`config.mk`:
```
export PLATFORM = sky130hd
export DESIGN_NAME = mult_result_collector
export DESIGN_NICKNAME = d
export VERILOG_FILES = /design/src/rtl/mult_result_collector.sv
export SDC_FILE = /design/constraint.sdc
export NUM_CORES = 1
export LEC_CHECK = 0
export CORE_MARGIN = 8
export CORE_UTILIZATION = 61
export CTS_BUF_LIST = sky130_fd_sc_hd__clkbuf_2
export DETAILED_ROUTE_END_ITERATION = 8
export PLACE_DENSITY = 0.87
export RECOVER_POWER = 100
export REMOVE_ABC_BUFFERS = 1
export SYNTH_ARGS = -nofsm -noshare
export SYNTH_HDL_FRONTEND = slang
export SYNTH_SLANG_ARGS = --single-unit
export TNS_END_PERCENT = 20
```
`constraint.sdc`:
```
create_clock -name Clock -period 6.96 [get_ports Clock]
set_input_delay 0.696 -clock Clock [delete_from_list [all_inputs] [get_ports Clock]]
set_output_delay 0.696 -clock Clock [all_outputs]
set_load 0.05 [all_outputs]
```
`src/rtl/mult_result_collector.sv`:
```
// mult_result_collector: captures multiplier products, acknowledges them and buffers them in a FWFT FIFO
module mult_result_collector #(
    parameter int W     = 32,
    parameter int DEPTH = 4,
    parameter int AW    = 2
) (
    input  logic            Clock,
    input  logic            Reset,
    input  logic            iDone,
    input  logic [2*W-1:0]  iProduct,
    output logic            oAck,
    output logic            oValid,
    output logic [2*W-1:0]  oProduct,
    input  logic            iReady,
    output logic            oFull,
    output logic            oEmpty,
    output logic [AW:0]     oCount
);
    typedef enum logic [1:0] {
        S_IDLE    = 2'd0,
        S_ACK     = 2'd1,
        S_RELEASE = 2'd2
    } state_t;
    localparam logic [AW:0] FULL = (AW+1)'(DEPTH);
    state_t         state;
    logic [2*W-1:0] mem [DEPTH];
    logic [AW-1:0]  wrPtr;
    logic [AW-1:0]  rdPtr;
    logic [AW:0]    count;
    logic           push;
    logic           pop;
    // Capture only from IDLE and only when the registered count leaves room
    assign push     = (state == S_IDLE) && iDone && (count != FULL);
    assign pop      = oValid && iReady;
    assign oValid   = count != '0;
    assign oProduct = oValid ? mem[rdPtr] : '0;
    assign oFull    = count == FULL;
    assign oEmpty   = count == '0;
    assign oCount   = count;
    // Capture handshake: ack for one cycle, then hold off until iDone drops
    always_ff @(posedge Clock or negedge Reset) begin
        if (!Reset) begin
            state <= S_IDLE;
            oAck  <= 1'b0;
        end else begin
            case (state)
                S_IDLE: begin
                    oAck  <= push;
                    state <= push ? S_ACK : S_IDLE;
                end
                S_ACK: begin
                    oAck  <= 1'b0;
                    state <= S_RELEASE;
                end
                S_RELEASE: begin
                    oAck  <= 1'b0;
                    state <= iDone ? S_RELEASE : S_IDLE;
                end
                default: begin
                    oAck  <= 1'b0;
                    state <= S_IDLE;
                end
            endcase
        end
    end
    // Pointers and occupancy; simultaneous push and pop leave the count unchanged
    always_ff @(posedge Clock or negedge Reset) begin
        if (!Reset) begin
            wrPtr <= '0;
            rdPtr <= '0;
            count <= '0;
        end else begin
            if (push) wrPtr <= wrPtr + 1'b1;
            if (pop) rdPtr <= rdPtr + 1'b1;
            count <= count + (AW+1)'(push) - (AW+1)'(pop);
        end
    end
    // Storage is not reset; only entries below count are ever presented
    always_ff @(posedge Clock) begin
        if (push) mem[wrPtr] <= iProduct;
    end
endmodule

```
======== After elaboration in Yosys (flattened, before gate mapping) ========
Memory sizes are Yosys's and may differ from the RTL's.
Cells that the tools add are included.
Widths: inputs -> output; s select.
operators by class
  muxes and demuxes ....................... 7
  equality and inequality tests ........... 4
  reduce and logical (&&, ||, !) cells .... 6
  $add $sub $neg .......................... 4
operator list
  operator             number
  $mux 64              1
  $pmux 2 s3           1
  $add 2x1->2 const B  2
  $mux 1               4
  $add 3x1->3          1
  $eq 3x3->1 const B   1
  $logic_and 1x1->1    3
  $logic_not 3->1      1
  $ne 3x3->1 const B   1
  $reduce_bool 3->1    1
  $sub 3x1->3          1
  $eq 2x1->1 const B   1
  $eq 2x2->1 const B   1
  $logic_not 2->1      1
  $mux 2               1
word-level totals
  RAM bits ................................ 256
  input port bits ......................... 68
  logic and storage cells ................. 27
  output and inout bits ................... 71
  register bits after elaboration ......... 10
  memories kept ........................... 1
memory list
  name  words  width  rd ports  clocked after memory_dff  wr ports  line  text
  mem   4      64     1         0                         1         26    logic [2*W-1:0] mem [DEPTH];

======== Logic depth before layout (Yosys ltp) ========
  depth after elaboration ................. 5
  gate-level depth with buffers ........... 9
  depth with buffers taken out ............ 9

======== Worst setup path before layout ========
OpenSTA, ideal clock, no wires.
  path type ............................... register to register
  start ................................... register count[1], in the netlist oCount[1]
  end ..................................... memory mem[0][0] (netlist bit) (enable)
  cell stages (with the launch flop) ...... 4
  arrival time ............................ 2,939 ps
  setup time .............................. 429 ps
  path buffers ............................ 0
  required time ........................... 6,531 ps
  period minus slack after synthesis ...... 3,368 ps
  setup slack ............................. 3,592 ps
  path through ............................ dfrtp_1 -> nor3b_2 -> nor4b_4 -> and2_1
between the ends
  longest elaborated chain between the ends .. 4
RTL lines
  item                          line  text
  start: declaration            29    logic [AW:0] count;
  start signal: assignment      75    count <= count + (AW+1)'(push) - (AW+1)'(pop);
  $ne 3x3->1                    33    assign push = (state == S_IDLE) && iDone && (count != FULL);
  $logic_and 1x1->1             33
  $mux 1                        80    if (push) mem[wrPtr] <= iProduct;
  $mux 1 (implied by the code)  80
  end: declaration              26
Every way passes these cells.

======== Worst setup path after layout ========
  start ................................... register count[1], in the netlist oCount[1]
  end ..................................... output port oProduct[27]
between the ends
  longest elaborated chain between the ends .. 2
RTL lines
  item               line  text
  $reduce_bool 3->1  35    assign oValid = count != '0;
  $mux 64            36    assign oProduct = oValid ? mem[rdPtr] : '0;
  end: declaration   13    output logic [2*W-1:0] oProduct,
Every way passes these cells.

==> impl_summary.txt <==
----------------------------------------------------
[Clock tree]
  Clock H-tree levels ... 2
  TritonCTS clock tree ... yes
  Post-CTS resize count ... 0
  Clk Latency, worst-skew pair ... 0.79 ns
  Clock root buffer master ... sky130_fd_sc_hd__clkbuf_2
  Clock input transition at the sequential cells of the worst setup and hold paths ... 0.12 ns
  Clock buffers created by TritonCTS ... 60
  Post-CTS Setup Inserts ... 0
  CTS sink cnt ... 265
  Buffer depth of the longest clock path ... 3
  Hold buffer count at cts ... 0

[Power and ir drop]
  Internal power ... 3.39 mW
  Share of power burned in the clock network ... 16.2%
  Comb pwr share ... 44.5%
  Leakage power ... 4.15 nW
  P per Cell Area ... 472 nW/um^2
  Total Power Consumption ... 5.77 mW
  Max VDD drop ... 454 uV
  Net Sw Power ... 2.38 mW
  Switching part of the total power ... 41.2%
  Fraction of power consumed by sequential logic ... 39.3%

[Setup path]
  FF-to-FF setup slack ... 2.31 ns
  Cells on worst reg2reg path ... 3
  Critical path launch point type ... flop
  Worst Setup End Kind ... output pin
  Critical register-to-register path endpoint ... mem[0][57]
  Worst endpoint required time ... 6.26 ns
  Arrival time reported for the critical path endpoint ... 4.10 ns
  Category of the critical setup timing path ... reg -> out
  Maximum fanout along the worst path ... 68
  Worst r2r src ... oCount[2]

[Layout]
  Fill cell count ... 926
  Area growth, synth to finish ... 20.4%
  Combined area of the multi-input logic cells ... 2060 sq um
  Fraction of layout cells with a size suffix above 1 ... 23.8%
  Final layout net count ... 701
  Diode insertion count for antenna repair ... 0
  Combined flip-flop and latch cell area ... 7920 sq um
  Non-Filler Instances ... 893

[Placed design]
  Placed insts ... 784
  Count of buffers from port buffering ... 138
  Gpl congestion ... 0.721
  Setup slack after placement ... 3.15 ns
  Final HPWL DP ... 10.8 mm

[Detailed routing]
  TritonRoute pass-1 iters ... 4
  Total vias in the final route ... 4922
  Post-route DRC ... 0
  WL/cell ... 21.0 um
  Post-DR vias/cell ... 5.51
  Final ANT Viol Nets ... 0
  Post-detailed-routing wire length ... 18.7 mm
  Violation count after the first detailed-route iteration ... 287

[Yosys]
  Leading post-synthesis cells by instance count ... sky130_fd_sc_hd__edfxtp_1, sky130_fd_sc_hd__and2_1, sky130_fd_sc_hd__mux4_2
  Synthesized area per cell ... 22.8 sq um
  Post-synthesis sequential element count ... 265
  Leading register cell type out of synthesis ... sky130_fd_sc_hd__edfxtp_1
  Number of enable-type register cells in the synthesized netlist ... 256
  Number of distinct library cells after synthesis ... 19
  Cell type with the highest aggregate area in the netlist ... sky130_fd_sc_hd__edfxtp_1
  Fraction of registers with async set/reset ... 3.40%
  Post-synthesis sequential area ratio ... 77.9%
  Cell with the most instances after synthesis ... sky130_fd_sc_hd__edfxtp_1
  Total number of yosys warnings ... 0
  Cells after Synth ... 446
  Share of Yosys cell area claimed by the top area cell type ... 75.7%
  Cell area after synthesis ... 10200 sq um
  Cell types occupying the most area after synthesis ... sky130_fd_sc_hd__edfxtp_1, sky130_fd_sc_hd__mux4_2, sky130_fd_sc_hd__and2_1, sky130_fd_sc_hd__dfrtp_1, sky130_fd_sc_hd__ha_1

[Timing]
  Final setup vio count ... 0
  Accumulated negative setup slack ... 0 ns
  Post-Route Skew ... 0.0524 ns
  Worst setup slack after layout ... 2.16 ns
  Max Clock Freq ... 208 MHz
  Slew Limit Fails ... 329
  Unrepaired setup endpoints after global routing ... no
  Number of failing hold endpoints at the final stage ... 0
  Smallest hold slack ... 0.271 ns
  Time the final worst path needs with I/O delays and setup ... 4.80 ns
  Worst-margin pin slew ... 3.31 ns
  Final clock period utilization by the worst path ... 68.9%
  Max-slew headroom ... -120%

[Floorplanning]
  Site row count ... 47
  Area of the core region ... 16400 sq um
  Starting Density ... 61.9%
  DIE AREA ... 21000 sq um
  Die Span X ... 145 um
  Ports ... 139
  Overall die height ... 145 um

[Job]
  Max-cap check violation count ... 5

[Outcome]
  Status ... complete, but fails checks
  Violated checks ... max-capacitance violations, max-slew violations

[Global route]
  Number of global-route vias before repair ... 5541
  Initial antenna violation count ... 4
  Total global-route track usage ... 17.9%
  Maximum number of pins on one net before global-route repair ... 69
  Global-route wire length before repair ... 29.5 mm
  Total congestion overflow ... 0

[Hold path]
  Worst hold-check path type ... in -> async

----------------------------------------------------
[critical path: stages, from the launching register on]
cell	delay (ns)
sky130_fd_sc_hd__dfrtp_1	0.46
sky130_fd_sc_hd__or3_1	1.58
sky130_fd_sc_hd__and2_1	0.35
sky130_fd_sc_hd__dlygate4sd3_1	0.89
[metal layers]
layer / track usage, % / share of wire (%) / vias to the layer above
met5: 0 / 0.26 / -
met4: 4.84 / 1.3 / 8
met3: 6.97 / 7.6 / 33
met2: 29.8 / 50 / 167
met1: 21.5 / 40 / 2505
li1: - / - / 2209
[power groups by stage]
stage	Sequential (mW)	Clock, mW	Combinational [mW]
2_1_floorplan	2.30	0	1.85
3_3_place_gp	2.27	0	2.72
3_5_place_dp	2.29	0	2.74
4_1_cts	2.26	0.966	2.75
5_1_grt	2.30	1.04	2.71
6_report	2.27	0.937	2.57
[state kept, by name, summed over array words and instances, names as in the netlist]
signal and flops:
state 2, rdPtr 2, wrPtr 2, oCount 3, mem 256
[how the worst max path moves through the flow]
stage,start,cells past startpoint,end
finish,oCount[1],3,oProduct[27]
global route,oCount[1],3,mem[0][57]
CTS,rdPtr[0],4,oProduct[47]
detailed placement,rdPtr[0],4,oProduct[47]
global placement,rdPtr[0],4,oProduct[41]
floorplan,rdPtr[0],2,oProduct[0]
[stage by stage]
stage | cell area [sq um] | utilization, %
final | 12200 | 74.5
after global routing | 12200 | 74.5
after CTS | 12300 | 74.7
after detailed placement | 11700 | 71.3
after global placement | 11700 | 71.3
after floorplan | 10000 | -
[layout by cell type (no fill, tap or decap), drive strengths merged, types with 2 or more instances in the layout]
cell type      count
dfrtp              9
nand3              2
dlygate4sd3      136
inv                8
xor2               2
ha                 6
mux4              64
clkdlybuf4s50      2
clkinv            18
and2              69
clkbuf            90
edfxtp           256
xnor2              3
[cell families after synthesis]
group / after synthesis / synth area share (%)
mux: 65 / 14.3
flops: 265 / 77.9
buf+inv: 29 / 1.59
fa+ha+maj: 7 / 0.936
simple gates: 74 / 4.77
compound gates: 1 / 0.0492
xor+xnor: 5 / 0.431
[area by class of cell]
type	instances	share of cell area [%]
Inverter	8	0.246
Tap cell	220	2.25
Multi-Input combinational cell	152	16.9
Timing Repair Buffer	139	11.4
Sequential cell	265	64.8
Clock inverter	19	0.809
Clock buffer	90	3.68
Note: power is estimated with default switching activity, not from simulation.
